`config.mk`:
```
export PLATFORM = sky130hd
export DESIGN_NAME = qm_fetch
export DESIGN_NICKNAME = d
export VERILOG_FILES = /design/src/rtl/qm_defs.sv /design/src/rtl/qm_ifid_reg.sv /design/src/rtl/qm_fetch.sv
export SDC_FILE = /design/constraint.sdc
export NUM_CORES = 1
export LEC_CHECK = 0
export ABC_CLOCK_PERIOD_IN_PS = 6300
export BUFFER_PORTS_ARGS = -buffer_cell sky130_fd_sc_hd__buf_2
export CORE_UTILIZATION = 55
export DETAILED_ROUTE_END_ITERATION = 10
export MAX_ROUTING_LAYER = met4
export PLACE_DENSITY = 0.79
export REMOVE_ABC_BUFFERS = 1
export SLEW_MARGIN = 40
export SYNTH_ARGS = -nofsm -noshare
export SYNTH_HDL_FRONTEND = slang
export SYNTH_HIERARCHICAL = 1
export SYNTH_SLANG_ARGS = --single-unit
```
`constraint.sdc`:
```
create_clock -name sys_clk -period 6.3 [get_ports sys_clk]
set_clock_uncertainty 0.05 [all_clocks]
set_input_delay 0.315 -clock sys_clk [delete_from_list [all_inputs] [get_ports sys_clk]]
set_output_delay 0.315 -clock sys_clk [all_outputs]
set_load 0.005 [all_outputs]
```
`src/rtl/qm_defs.sv`:
```
// qm_defs: shared definitions for the instruction-fetch front end.
//   RESET_PC_DEFAULT : first PC fetched after reset
//   NOP              : encoding placed in IF/ID whenever it holds no instruction
//   fetch_state_t    : fetch FSM states
//   ifid_cmd_t       : per-cycle command from the fetch FSM to the IF/ID register
//   fetch_word_t     : instruction word paired with its PC+4
package qm_defs;

    localparam logic [31:0] RESET_PC_DEFAULT = 32'hBFC0_0000;
    localparam logic [31:0] NOP              = 32'h0000_0000;

    typedef enum logic [1:0] {
        ST_FETCH = 2'd0,   // request out, response goes to IF/ID
        ST_DRAIN = 2'd1,   // request out, response belongs to a squashed path
        ST_HOLD  = 2'd2    // no request, one word parked in the skid buffer
    } fetch_state_t;

    typedef enum logic [2:0] {
        IFID_KEEP    = 3'd0,   // hold everything
        IFID_LOAD    = 3'd1,   // take the incoming word into IF/ID
        IFID_BUBBLE  = 3'd2,   // IF/ID becomes an invalid NOP
        IFID_PARK    = 3'd3,   // IF/ID holds, incoming word goes to skid buffer
        IFID_UNPARK  = 3'd4,   // skid buffer moves into IF/ID
        IFID_FLUSH   = 3'd5    // squash IF/ID and skid buffer
    } ifid_cmd_t;

    typedef struct packed {
        logic [31:0] ir;
        logic [31:0] pc_plus4;
    } fetch_word_t;

    function automatic logic [31:0] word_align(input logic [31:0] addr);
        return {addr[31:2], 2'b00};
    endfunction

endpackage

```
`src/rtl/qm_ifid_reg.sv`:
```
// qm_ifid_reg: IF/ID pipeline register plus a one-entry skid buffer.
//   clk, rst  : clock, synchronous active-high reset
//   cmd       : operation for this cycle (from the fetch FSM)
//   word      : incoming instruction word and its PC+4
//   ir        : registered instruction (NOP when not valid)
//   pc_plus4  : registered PC+4 of ir
//   valid     : ir holds a real instruction
module qm_ifid_reg
    import qm_defs::*;
(
    input  logic        clk,
    input  logic        rst,
    input  ifid_cmd_t   cmd,
    input  fetch_word_t word,
    output logic [31:0] ir,
    output logic [31:0] pc_plus4,
    output logic        valid
);

    fetch_word_t skid;
    logic        skid_full;

    always_ff @(posedge clk) begin
        if (rst) begin
            ir        <= NOP;
            pc_plus4  <= '0;
            valid     <= 1'b0;
            skid      <= '0;
            skid_full <= 1'b0;
        end else begin
            case (cmd)
                IFID_LOAD: begin
                    ir       <= word.ir;
                    pc_plus4 <= word.pc_plus4;
                    valid    <= 1'b1;
                end
                IFID_BUBBLE: begin
                    ir    <= NOP;
                    valid <= 1'b0;
                end
                IFID_PARK: begin
                    skid      <= word;
                    skid_full <= 1'b1;
                end
                IFID_UNPARK: begin
                    // An empty buffer still yields a NOP so ir/valid never disagree.
                    ir        <= skid_full ? skid.ir : NOP;
                    pc_plus4  <= skid.pc_plus4;
                    valid     <= skid_full;
                    skid_full <= 1'b0;
                end
                IFID_FLUSH: begin
                    ir        <= NOP;
                    valid     <= 1'b0;
                    skid_full <= 1'b0;
                end
                default: ;
            endcase
        end
    end

endmodule

```
`src/rtl/qm_fetch.sv`:
```
// qm_fetch: instruction-fetch stage. Owns the PC and the fetch FSM and feeds
// the IF/ID register (qm_ifid_reg).
//   sys_clk, sys_rst  : clock, synchronous active-high reset
//   o_IMemReq/Addr    : instruction-memory request and word-aligned address
//   i_IMemAck/Data    : memory accept and same-cycle instruction word
//   ci_Stall          : decode cannot accept, hold IF/ID
//   ci_Redirect       : taken branch/jump, target on di_RedirectPC
//   do_IR/PCPlus4/Valid : registered instruction, its PC+4 and valid flag
module qm_fetch
    import qm_defs::*;
#(
    parameter logic [31:0] RESET_PC = RESET_PC_DEFAULT
)(
    input  logic        sys_clk,
    input  logic        sys_rst,
    output logic        o_IMemReq,
    output logic [31:0] o_IMemAddr,
    input  logic        i_IMemAck,
    input  logic [31:0] i_IMemData,
    input  logic        ci_Stall,
    input  logic        ci_Redirect,
    input  logic [31:0] di_RedirectPC,
    output logic [31:0] do_IR,
    output logic [31:0] do_PCPlus4,
    output logic        do_Valid
);

    fetch_state_t state, state_nx;
    logic [31:0]  pc, pc_nx;
    logic [31:0]  drain_addr, drain_addr_nx;
    logic [31:0]  fetch_addr;
    logic         ack;
    ifid_cmd_t    cmd;
    fetch_word_t  word;

    assign fetch_addr = word_align(pc);

    // In DRAIN the PC already points at the redirect target while the old
    // request is still on the bus, so the bus address comes from drain_addr.
    assign o_IMemReq  = (state != ST_HOLD) && !sys_rst;
    assign o_IMemAddr = (state == ST_DRAIN) ? drain_addr : fetch_addr;

    // An ack only counts against a live request.
    assign ack = i_IMemAck && o_IMemReq;

    assign word = '{ir: i_IMemData, pc_plus4: pc + 32'd4};

    // State register
    always_ff @(posedge sys_clk) begin
        if (sys_rst) begin
            state      <= ST_FETCH;
            pc         <= RESET_PC;
            drain_addr <= '0;
        end else begin
            state      <= state_nx;
            pc         <= pc_nx;
            drain_addr <= drain_addr_nx;
        end
    end

    // Next-state logic
    always_comb begin
        state_nx = state;
        case (state)
            ST_FETCH: begin
                if (ci_Redirect)
                    state_nx = ack ? ST_FETCH : ST_DRAIN;
                else if (ack && ci_Stall)
                    state_nx = ST_HOLD;
            end
            ST_DRAIN: if (ack) state_nx = ST_FETCH;
            ST_HOLD:  if (ci_Redirect || !ci_Stall) state_nx = ST_FETCH;
            default:  state_nx = ST_FETCH;
        endcase
    end

    // Output / datapath control
    always_comb begin
        cmd           = IFID_KEEP;
        pc_nx         = pc;
        drain_addr_nx = drain_addr;
        if (ci_Redirect) begin
            // Redirect wins over stall; anything fetched so far is wrong-path.
            cmd   = IFID_FLUSH;
            pc_nx = word_align(di_RedirectPC);
            if (state == ST_FETCH && !ack)
                drain_addr_nx = fetch_addr;
        end else begin
            case (state)
                ST_FETCH: begin
                    if (ack) begin
                        pc_nx = pc + 32'd4;
                        cmd   = ci_Stall ? IFID_PARK : IFID_LOAD;
                    end else if (!ci_Stall) begin
                        cmd = IFID_BUBBLE;
                    end
                end
                ST_DRAIN: if (!ci_Stall) cmd = IFID_BUBBLE;
                ST_HOLD:  if (!ci_Stall) cmd = IFID_UNPARK;
                default: ;
            endcase
        end
    end

    qm_ifid_reg u_ifid (
        .clk      (sys_clk),
        .rst      (sys_rst),
        .cmd      (cmd),
        .word     (word),
        .ir       (do_IR),
        .pc_plus4 (do_PCPlus4),
        .valid    (do_Valid)
    );

endmodule

```
Word level (Yosys, flattened, before mapping)

Cells that the tools add are included.

$add $sub $neg: 1
Eq/ne operators: 11
Mux-type cells: 21
Reduce and logical (&&, ||, !) cells: 21

Operators by type and width:

| kind                    | number |
|---|---|
| $mux W32                | 5 |
| $pmux W32 S3            | 1 |
| $pmux W32 S2            | 1 |
| $add A32 B3 Y32 const B | 1 |
| $mux W2                 | 7 |
| $pmux W3 S3             | 1 |
| $reduce_bool A2 Y1      | 4 |
| $eq A3 B2 Y1 const B    | 2 |
| $eq A3 B3 Y1 const B    | 2 |
| $mux W3                 | 2 |
| $ne A2 B2 Y1 const B    | 3 |
| $pmux W2 S3             | 1 |
| $reduce_and A2 Y1       | 3 |
| $reduce_or A2 Y1        | 3 |
| $logic_and A1 B1 Y1     | 4 |
| $eq A3 B1 Y1 const B    | 1 |
| $logic_not A1 Y1        | 3 |
| $ne A3 B3 Y1 const B    | 1 |
| $pmux W1 S3             | 1 |
| $reduce_and A3 Y1       | 1 |
| $reduce_bool A3 Y1      | 1 |
| $eq A2 B1 Y1 const B    | 1 |
| $eq A2 B2 Y1 const B    | 1 |
| $logic_not A2 Y1        | 1 |
| other kinds (3)         | 3 |

Bits in registers: 194
Bits of input ports: 69

Logic depth before layout (Yosys ltp)

Depth after elaboration: 9
Gate-level depth with buffers: 12
Mapped depth without buffers: 8

By module

The synthesis kept the hierarchy.

By module, submodules not included:

| module      | instances | cells an instance | area an instance (um^2) | sequential area each (um^2) |
|---|---|---|---|---|
| qm_ifid_reg | 1         | 582               | 5218.8                  | 2602.5 |
| qm_fetch    | 1         | 521               | 4098.9                  | 1241.2 |

Worst setup path before layout

No wires, ideal clock.

Path kind: input to register
Start: input port sys_rst
End: register u_ifid.pc_plus4[10]
Arrival: 2.616 ns
Path slack: 3.545 ns
Stages on the path: 12
Buffers on the path: 4
Cell sequence: clkbuf_1 nand2b_1 nor2_1 ha_1 nor2b_1 a2111oi_0 buf_6 or3b_1 clkbuf_1 buf_2 nand2_1 a311oi_2

Word-level cells in the longest chain between the ends: 8

Ends and longest elaborated chain:

| element                                                   | RTL line          | source |
|---|---|---|
| start: declaration                                        | qm_fetch.sv:15    | `input logic sys_rst,` |
| $logic_not A1 Y1 *                                        | qm_fetch.sv:40    | `assign o_IMemReq = (state != ST_HOLD) && !sys_rst;` |
| $logic_and A1 B1 Y1 *                                     | qm_fetch.sv:40    |  |
| $logic_and A1 B1 Y1 *                                     | qm_fetch.sv:44    | `assign ack = i_IMemAck && o_IMemReq;` |
| $mux W2 *                                                 | qm_fetch.sv:91    | `if (ack) begin` |
| $pmux W3 S3 *                                             | qm_fetch.sv:89    | `case (state)` |
| $mux W3 *                                                 | qm_fetch.sv:82    | `if (ci_Redirect) begin` |
| via cmd[1]                                                | qm_fetch.sv:33    | `ifid_cmd_t cmd;` |
| $eq A3 B3 Y1 / $eq A3 B1 Y1 (equally long branches)       | qm_ifid_reg.sv:31 | `case (cmd)` |
| $pmux W32 S2 / $reduce_bool A2 Y1 (equally long branches) | -                 |  |
| end signal: assignment                                    | qm_ifid_reg.sv:34 | `pc_plus4 <= word.pc_plus4;` |
| end signal: assignment                                    | qm_ifid_reg.sv:48 | `pc_plus4 <= skid.pc_plus4;` |
| end: declaration                                          | qm_ifid_reg.sv:16 | `output logic [31:0] pc_plus4,` |

The timed path passes the listed nets; every way through them passes the cells marked *.
A chain may end at the register's enable or synchronous reset.

Final worst setup path

Start: register state[1]
End: register u_ifid/skid[37] (netlist bit)

Word-level cells in the longest chain between the ends: 7

Ends and longest elaborated chain:

| element                  | RTL line          | source |
|---|---|---|
| start: declaration       | qm_fetch.sv:28    | `fetch_state_t state, state_nx;` |
| start signal: assignment | qm_fetch.sv:55    | `state <= state_nx;` |
| $ne A2 B2 Y1             | qm_fetch.sv:40    |  |
| $logic_and A1 B1 Y1      | qm_fetch.sv:40    |  |
| $logic_and A1 B1 Y1      | qm_fetch.sv:44    |  |
| $mux W2                  | qm_fetch.sv:91    |  |
| $pmux W3 S3 *            | qm_fetch.sv:89    |  |
| $mux W3 *                | qm_fetch.sv:82    |  |
| via cmd[1]               | qm_fetch.sv:33    |  |
| $eq A3 B2 Y1 *           | qm_ifid_reg.sv:31 |  |
| end signal: assignment   | qm_ifid_reg.sv:42 | `skid <= word;` |
| end: declaration         | qm_ifid_reg.sv:20 | `fetch_word_t skid;` |

Marked as above.

==> metrics <==
Clock power frac=roughly 40%; Via Count=8236; Hold Buf Count CTS=0; slowest cell delay on critical path=0.60 ns; Syn. warnings=6; Post-CTS Resized=0; row cnt=47; CTS sink count=192; sequential area share after synthesis=41.25%; type of destination of the critical path=flop; Unique masters post-synth=63; Leakage Power=roughly 4 nW; Hold Path Class=primary input to flop; antenna-violating nets left=0; r2r endpoint=u_ifid/skid[37]; count of state elements after synthesis=192; hold endpoint=state[0]; Async SR Flop Fraction=0%; clock buffer depth=2; Power Dens Cells=263.6 nW/um2; CP delay by family, top=simple AND/OR/NAND/NOR gates; outcome=complete, no violations; Arr. time, crit path=about 3.5 ns; Mapped Area=between 9000 and 10000 um2; commonest cells in the netlist=278 x nand2_1, 192 x dfxtp_1, 97 x a21oi_1; Worst Hold Slack=0.03380 ns; Reg2Reg Launch Point=state[1]; Slew Limit Fails=0; min Tclk post-route=~3.2 ns; Root Driver=clkbuf_16; maxcap violations=0; Final Core Density=63.51%; Clk Latency, worst-skew pair=0.43 ns; Post-synth EDFFs=0; Rel. slew slack=a little under half; global-route wire length before repair=approximately 37 mm; global route overflow=0; Antenna Cells=0; Mapped Cells=1103; pin count of the biggest net entering global routing=81; Non-Filler Instances=1430; fin nets=1268; design area=10530 um2; crit path cell chain=nor2b_1 -> nor2_1 -> ha_1 -> nor2b_1 -> a2111oi_2 -> buf_4 -> and3b_4 -> buf_4 -> nand2_1 -> a21oi_1; NetSw=0.7838 mW; CP Launch Type=flop; Hold Path Stages=2; Reg2Reg Setup Slack=3.08 ns; Max Freq=0.3103 GHz; Yosys top cell area share=41.25%; Worst-path clk slew=0.07 ns; GRT Total Usage=a little over a quarter; R2R cell count=10; Initial Util=a little under three fifths; Post-DP Area=9902 um2; Final Hold Fails=0; Area Overhead vs Synth=13.03%; worst slack, placed=roughly 2.9 ns; final wirelength=23.10 mm; TritonCTS buffer count=17; H-tree levels=4; maximum vdd drop=0.1872 mV; Pwr Total=2.776 mW; most numerous cell in the Yosys netlist=nand2_1; Die Wd=132.2 um; Data required, critical path=6.61 ns; Avg Vias per Cell=5.759; DR iter-0 viols=650; Worst Setup Slack, final=approximately 3 ns; Final Wtd Congestion=0.8968; cell at the slowest stage of the critical path=and3b_4; post-detail-place hpwl=14.84 mm; worst-path fanout max=42; antenna violations before repair=0; Hold Startpoint=i_IMemAck; Ports=167; Post-CTS Setup Bufs=0; top post-synthesis cells by area=dfxtp_1 41%, nand2_1 11%, a21oi_1 5.2%, a311oi_2 5.2%, a221o_1 3.4%; number of remaining DRC errors=0; port bufs=roughly 160; CTS tree=yes; Top FF cell, synth=dfxtp_1; final setup fails=0; sequential fraction of design power=48.1%; CP Class=flop to flop; Die Y=132.2 um; dpl cells=1396; Bufs and invs on worst path=2; crit share post-route=51.16%; Comb power frac=between 10% and 20%; unrepaired setup endpoints after global routing=no; Worst-Margin Slew=0.8048 ns; Routed WL per cell=16.16 um; Sw Share=between 20% and 30%; area of the core=between 15000 and 20000 um2; Internal=1.992 mW; Syn Area/Cell=8.448 um2; TritonRoute pass-1 iters=5; die area=17470 um2; cell taking the most area after synthesis=dfxtp_1; number of global-route vias before repair=7391; total negative slack=0 ns; fraction of layout cells with a size suffix above 1=24.46%
[metal layers]
metal / track usage (%) / up-vias / part of all wire [%]
met4: 7.106 / 0 / 0.87
met3: 4.614 / 18 / 6.5
met1: 35.82 / 3848 / 45
met2: 42.97 / 332 / 47
li1: - / 4038 / -
met5: - / - / 0
[area by class of cell]
| cell class | count | area (um2) |
|---|---|---|
| clock inverters | 15 | 170.2 |
| inverters | 6 | 22.52 |
| well taps | 220 | 275.3 |
| flip-flops and latches | 192 | 3844 |
| clock buffers | 17 | 425.4 |
| multi-input cells | 800 | 4831 |
| repair buffers | 180 | 963.4 |
| fillers | 1440 | 6052 |
[cell families after synthesis]
logic type | count (synthesis) | share of synthesized area [%]
xor gates and xnor gates | 34 | 3.196
muxes | 28 | 3.370
other | 1 | 0.04025
adders and majority gates | 2 | 0.2685
and+or+nand+nor | 509 | 25.71
DFF | 192 | 41.25
buffers and inverters | 116 | 7.412
AOI/OAI and AO/OA | 221 | 18.75
[layout by cell type, fill, tap and decap left out, types with 8 or more instances in the layout]
master     Yosys  layout
a311oi_2      32      32
nor2_1        73      73
a221o_1       32      32
nor3_1        23      23
nand2_1      278     278
xnor2_1       20      20
and2_1        34      34
a311oi_1      15      15
xor2_1        14      14
buf_4          6      16
nand3_1       19      19
dfxtp_1      192     192
or3_1         11      11
buf_2         26     161
nand4_1       14      14
a21oi_1       97      97
a211oi_1       8       8
mux2_2        27      27
clkbuf_16      0      17
o21ai_0       11      11
[state kept, by name, indices dropped and copies added (netlist names)]
signal,count
u_ifid/pc_plus4,32
u_ifid/skid_full,1
drain_addr,30
pc,30
state,2
u_ifid/ir,32
u_ifid/skid,64
u_ifid/valid,1
[worst max path at each step]
stage	startpoint	end	slack, ns	cells after the start
6_report	state[1]	u_ifid/skid[37]	3.08	10
5_1_grt	state[1]	u_ifid/skid[42]	2.84	10
4_1_cts	state[1]	u_ifid/skid[37]	2.85	10
3_5_place_dp	sys_rst	u_ifid/skid[40]	2.90	11
3_3_place_gp	sys_rst	u_ifid/pc_plus4[19]	2.93	11
2_1_floorplan	state[1]	u_ifid/skid[0]	1.04	8
[power groups by stage]
stage	logic (mW)	registers, mW	clock network (mW)
after global placement	0.335	1.36	0
after CTS	0.343	1.33	1.11
after global routing	0.379	1.34	1.16
after floorplan	0.194	1.35	0
after detailed placement	0.341	1.36	0
final	0.345	1.34	1.10
(Power assumes the default switching activity.)
